==> src/rtl/bcd_down_counter_pkg.sv <==
// Shared BCD digit types and limits for the decade down counter.
package bcd_down_counter_pkg;

  localparam int BCD_W = 4;

  typedef logic [BCD_W-1:0] bcd_digit_t;

  localparam bcd_digit_t BCD_MAX = 4'd9;
  localparam bcd_digit_t BCD_MIN = 4'd0;

  function automatic bcd_digit_t bcd_sat(input bcd_digit_t d);
    return (d > BCD_MAX) ? BCD_MAX : d;
  endfunction

endpackage

==> src/rtl/bcd_down_counter_digit.sv <==
// One decade 9..0 with borrow; codes above 9 recover to 9.
// Optional parallel load under BCD_DOWN_COUNTER_LOAD_EN.
module bcd_digit_down
  import bcd_down_counter_pkg::*;
(
  input  logic       clk,
  input  logic       rst,
  input  logic       dec,
`ifdef BCD_DOWN_COUNTER_LOAD_EN
  input  logic       load,
  input  bcd_digit_t din,
`endif
  output bcd_digit_t digit,
  output logic       is_zero
);

  bcd_digit_t digit_q;
  bcd_digit_t digit_d;

  assign digit   = digit_q;
  assign is_zero = (digit_q == BCD_MIN);

  always_comb begin
    digit_d = digit_q;
    if (digit_q > BCD_MAX) begin
      digit_d = BCD_MAX;
    end else if (dec) begin
      digit_d = is_zero ? BCD_MAX : digit_q - 4'd1;
    end
`ifdef BCD_DOWN_COUNTER_LOAD_EN
    if (load) begin
      digit_d = bcd_sat(din);
    end
`endif
  end

  always_ff @(posedge clk) begin
    if (rst) begin
      digit_q <= BCD_MAX;
    end else begin
      digit_q <= digit_d;
    end
  end

endmodule

==> src/rtl/bcd_down_counter.sv <==
// Cascaded BCD down counter, DIGITS decades, free running.
// BCD_DOWN_COUNTER_LOAD_EN adds load/din parallel load ports.
module bcd_down_counter
  import bcd_down_counter_pkg::*;
#(
  parameter int DIGITS = 1
) (
  input  logic                  clk,
  input  logic                  rst,
`ifdef BCD_DOWN_COUNTER_LOAD_EN
  input  logic                  load,
  input  logic [4*DIGITS-1:0]   din,
`endif
  output logic [4*DIGITS-1:0]   q,
  output logic                  tc
);

  // dec_chain[k] = all digits below k are zero
  logic [DIGITS:0] dec_chain;
  logic [DIGITS-1:0] zero;

  assign dec_chain[0] = 1'b1;

  for (genvar i = 0; i < DIGITS; i++) begin : g_dig
    bcd_digit_down u_digit (
      .clk     (clk),
      .rst     (rst),
      .dec     (dec_chain[i]),
`ifdef BCD_DOWN_COUNTER_LOAD_EN
      .load    (load),
      .din     (din[i*BCD_W +: BCD_W]),
`endif
      .digit   (q[i*BCD_W +: BCD_W]),
      .is_zero (zero[i])
    );
    assign dec_chain[i+1] = dec_chain[i] & zero[i];
  end

  assign tc = dec_chain[DIGITS];

endmodule

==> config.mk <==
export PLATFORM = sky130hd
export DESIGN_NAME = bcd_down_counter
export DESIGN_NICKNAME = d
export VERILOG_FILES = /design/src/rtl/bcd_down_counter_pkg.sv /design/src/rtl/bcd_down_counter_digit.sv /design/src/rtl/bcd_down_counter.sv
export SDC_FILE = /design/constraint.sdc
export NUM_CORES = 1
export LEC_CHECK = 0
export CORE_AREA = 4 4 41 43
export CTS_CLUSTER_DIAMETER = 40
export DETAILED_ROUTE_END_ITERATION = 7
export DIE_AREA = 0 0 45 47
export MAX_ROUTING_LAYER = met4
export PLACE_DENSITY = 0.43
export SYNTH_ARGS = -nofsm -noshare
export SYNTH_HDL_FRONTEND = slang
export SYNTH_HIERARCHICAL = 1
export SYNTH_SLANG_ARGS = --single-unit
export TNS_END_PERCENT = 50
==> constraint.sdc <==
create_clock -name clk -period 1.6 [get_ports clk]
set_clock_uncertainty 0.1 [all_clocks]
set_input_delay 0.32 -clock clk [delete_from_list [all_inputs] [get_ports clk]]
set_output_delay 0.32 -clock clk [all_outputs]
set_load 0.02 [all_outputs]
# Yosys cells after proc, flatten, opt, wreduce, memory -nomap -nowiden

Index checks and enable logic that the tools add are counted.

Register bits after elaboration: 4
Bits of input ports: 2
Word-level logic and storage cells: 5

Add/sub/neg operators: 1
Order comparisons: 1
Reduce and logical (&&, ||, !) cells: 2

Operators by type and width:

| kind                  | number |
|---|---|
| $gt A4 B4 Y1 const B  | 1 |
| $logic_not A4 Y1      | 1 |
| $sub A4 B1 Y4 const B | 1 |
| $reduce_or A3 Y1      | 1 |

# Longest topological paths before layout

Word-level depth: 2
Depth in mapped cells: 2
Gate-level depth less buffers: 2

# Modules after synthesis

Netlist, hierarchy kept.

By module, submodules not included:

| module           | times used | cells an instance | area an instance (sq um) | sequential area each (sq um) |
|---|---|---|---|---|
| bcd_digit_down   | 1          | 20                | 203.9                    | 80.1 |
| bcd_down_counter | 1          | 1                 | 3.8                      | 0.0 |

# Least setup slack after synthesis

OpenSTA, ideal clock, no wires.

Path type: reg2out
From: register g_dig[0].u_digit.digit_q[3]
To: output tc
Data arrival time: 1,158 ps
Setup slack: 22 ps
Stages on the path, launching flop included: 2
Path buffers: 0
Cell sequence: dfxtp_1 -> nor4_1

Cells in the longest elaborated chain, start to end: 1

RTL lines:

| item                     | line                         | RTL |
|---|---|---|
| start: declaration       | bcd_down_counter_digit.sv:17 | `bcd_digit_t digit_q;` |
| start signal: assignment | bcd_down_counter_digit.sv:41 | `digit_q <= digit_d;` |
| $logic_not A4 Y1         | bcd_down_counter_digit.sv:21 | `assign is_zero = (digit_q == BCD_MIN);` |
| end: declaration         | bcd_down_counter.sv:15       | `output logic tc` |

Every way passes these cells.

# Final worst setup path

From: register g_dig[0].u_digit.digit_q[0]
To: output q[0]

RTL lines:

| item             | line                   | RTL |
|---|---|---|
| end: declaration | bcd_down_counter.sv:14 | `output logic [4*DIGITS-1:0] q,` |

No word-level cell between the ends.

==> metrics.cfg <==
[run_status]
status=finished, final reports clean

[yosys]
area_fraction_in_compound_gates_after_synthesis_pct=10.2
synth_area_um2=208
synthesis.instances=21
synthAdderAreaFrac_pct=0
synth_warnings=6
synth-seq-area-share_pct=38.6
synth.ff_latch_count=4
yosys.area_share.simple_pct=35.5
synth_cell_type_count=14
syn_avg_cell_area_um2=9.89
fraction_of_synthesized_area_in_multiplexers_pct=5.42
synth_top_family_by_area=simple AND/OR/NAND/NOR gates
yosys.area_share.xor_xnor_pct=8.43

[sta]
setup_tns_ns=0
final.min_clock_period_ns=1.47
final_hold_viol_count=0
fmax_mhz=682
finalSetupViolCount=0
rsz_0062_raised_after_global_routing=no
setup_ws_ns=0.133
timing_max_transition_violations_final=0
min_period_over_period_pct=91.7

[place]
portBuffers=6
dp_hpwl_um=431
pre_cts_ws_ns=-0.0302
final_weighted_congestion_in_routability_driven_placement=0.708

[clocking]
numCtsBuffers=3
cts.htree.levels=1
insertion_delay_ns=0.23
cts_buffer_depth=2
cts_post_setup_buffers_inserted=0
clkSinkCount=4
cts_root_buffer=sky130_fd_sc_hd__clkbuf_4
path_clk_slew_ns=0.04
cts_tree=done

[critical_path]
criticalPathCategory=flip-flop to primary output
cp_peak_stage_delay_ns=0.34
timing.critical_path.fanout_max=6
critical-path-top-delay-family=buffers and inverters
timing.critical_path.required_ns=1.18
r2r_setup_slack_ns=0.28
setup.worst_path.start_class=flip-flop
cp_data_arrival_time_ns=1.05
reg2reg_to=g_dig[0].u_digit/digit[2]
timing.critical_path.cells=buf_4, dlygate4sd2_1
crit_path_top_delay_cell=sky130_fd_sc_hd__dfxtp_1
timing.critical_path.buf_inv=2
cp-end-kind=primary output
worstRegToRegCells=3
worst_r2r_startpoint=g_dig[0].u_digit/digit[0]

[global_route]
first_global_vias=228
grt_max_degree=8
grt_first_pass_wirelength_um=834
antenna_violations_before_repair=0
grt.overflow.total=0
groute.usage.overall_pct=5.86

[worst_hold_path]
whs_path_depth=3
min-delay-start=g_dig[0].u_digit/digit[2]
whs_endpoint=g_dig[0].u_digit/digit[0]
hold_path.class=flip-flop to flip-flop

[route]
postRouteAntennaNets=0
drtPass1Iterations=2
drc=0
post_drt_wl_per_cell_um=9.56
routed_via_density=4.06
first_iteration_detailed_routing_drc_count=1
dr_total_vias=219
wl_um=516

[finish]
antenna_cells=0
nNetsFinal=43
flow.area_growth_from_synthesis_pct=69.3
layout-drive-gt1-share_pct=25.6
num-fill-cells=155
layout_common_cells=5 x sky130_fd_sc_hd__conb_1, 5 x sky130_fd_sc_hd__buf_4, 4 x sky130_fd_sc_hd__dfxtp_1, 4 x sky130_fd_sc_hd__dlygate4sd2_1
largest_register_ff_count=4

[power_and_ir_drop]
p_leak_nw=0.146
vdd_ir_drop_max_uv=408
powerDensity_nw_per_um2=895

[die]
core_um2=1300
row_count=13
die_height_um=47
initial_core_util_pct=16.0
fp.dieW_um=45
die_area_um2=2120
ioPinCount=7

[flow_run]
cap_violations=0

cell type report:
class,count,area [um^2],area share (%)
Multi-Input combinational cell,21,143,40.6
Timing Repair Buffer,11,87.6,24.9
Sequential cell,4,80.1,22.8
Clock buffer,3,22.5,6.41
Tap cell,15,18.8,5.34
worst max path at each step:
| stage | from | endpoint | depth (start not counted) |
|---|---|---|---|
| after CTS | g_dig[0].u_digit/digit[1] | tc | 2 |
| after global routing | g_dig[0].u_digit/digit[1] | tc | 2 |
| final | g_dig[0].u_digit/digit[0] | q[0] | 2 |
| after global placement | g_dig[0].u_digit/digit[1] | tc | 2 |
| after detailed placement | g_dig[0].u_digit/digit[1] | tc | 2 |
| after floorplan | g_dig[0].u_digit/digit[3] | tc | 1 |
where the power goes:
part | switching (mW) | internal, mW | leakage, nW | total (mW)
clock | 0.0406 | 0.0839 | 0.0138 | 0.124
combinational | 0.0391 | 0.0379 | 0.0989 | 0.0769
sequential | 0.00461 | 0.109 | 0.0328 | 0.113
synthesized netlist by cell type:
cell | instances | share of area [%]
sky130_fd_sc_hd__nor3b_1 | 3 | 11
sky130_fd_sc_hd__nor2_1 | 1 | 1.8
sky130_fd_sc_hd__or2b_1 | 1 | 3.6
sky130_fd_sc_hd__nor4_1 | 1 | 3.0
sky130_fd_sc_hd__o21ai_0 | 1 | 2.4
sky130_fd_sc_hd__nor2b_1 | 1 | 3.0
sky130_fd_sc_hd__mux2_2 | 1 | 5.4
sky130_fd_sc_hd__o32ai_1 | 1 | 4.2
sky130_fd_sc_hd__xnor2_1 | 2 | 8.4
sky130_fd_sc_hd__nand3b_1 | 1 | 3.6
sky130_fd_sc_hd__dfxtp_1 | 4 | 39
sky130_fd_sc_hd__a22oi_1 | 1 | 3.6
sky130_fd_sc_hd__conb_1 | 1 | 1.8
sky130_fd_sc_hd__or4b_1 | 2 | 9.6
worst register-to-register path: cells and delay by family, from the launching register on:
| kind | cells | cell delay [ns] |
|---|---|---|
| and+or+nand+nor | 1 | 0.28 |
| muxes | 1 | 0.37 |
| DFF | 1 | 0.31 |
| buffers and inverters | 1 | 0.15 |
kinds of logic after synthesis:
logic type	count (synthesis)
muxes	1
AOI/OAI and AO/OA	3
and+or+nand+nor	10
other	1
xor gates and xnor gates	2
DFF	4
routing by layer:
layer	vias to the layer above	track usage [%]	share of wire, %
li1	111	-	-
met1	104	4.98	37
met2	4	10.7	61
met3	0	2.30	1.6
met4	0	3.51	0
met5	-	-	0
per-stage QoR:
step | utilization [%] | total power, mW | cell area [um^2] | std cells | hold WS, ns
2_1_floorplan | - | 0.157 | 223 | 25 | 0.326
5_1_grt | 27.0 | 0.336 | 352 | 54 | 0.610
3_3_place_gp | 26.1 | 0.197 | 339 | 51 | 0.515
6_report | 27.0 | 0.315 | 352 | 54 | 0.539
3_5_place_dp | 26.1 | 0.198 | 339 | 51 | 0.531
4_1_cts | 27.3 | 0.321 | 355 | 54 | 0.539
what timing repair did:
action,in CTS,in global routing
gates resized for setup,5,3
hold buffers,0,0
setup endpoints to repair,5,1
No activity file was read; power rests on OpenSTA's default activity.
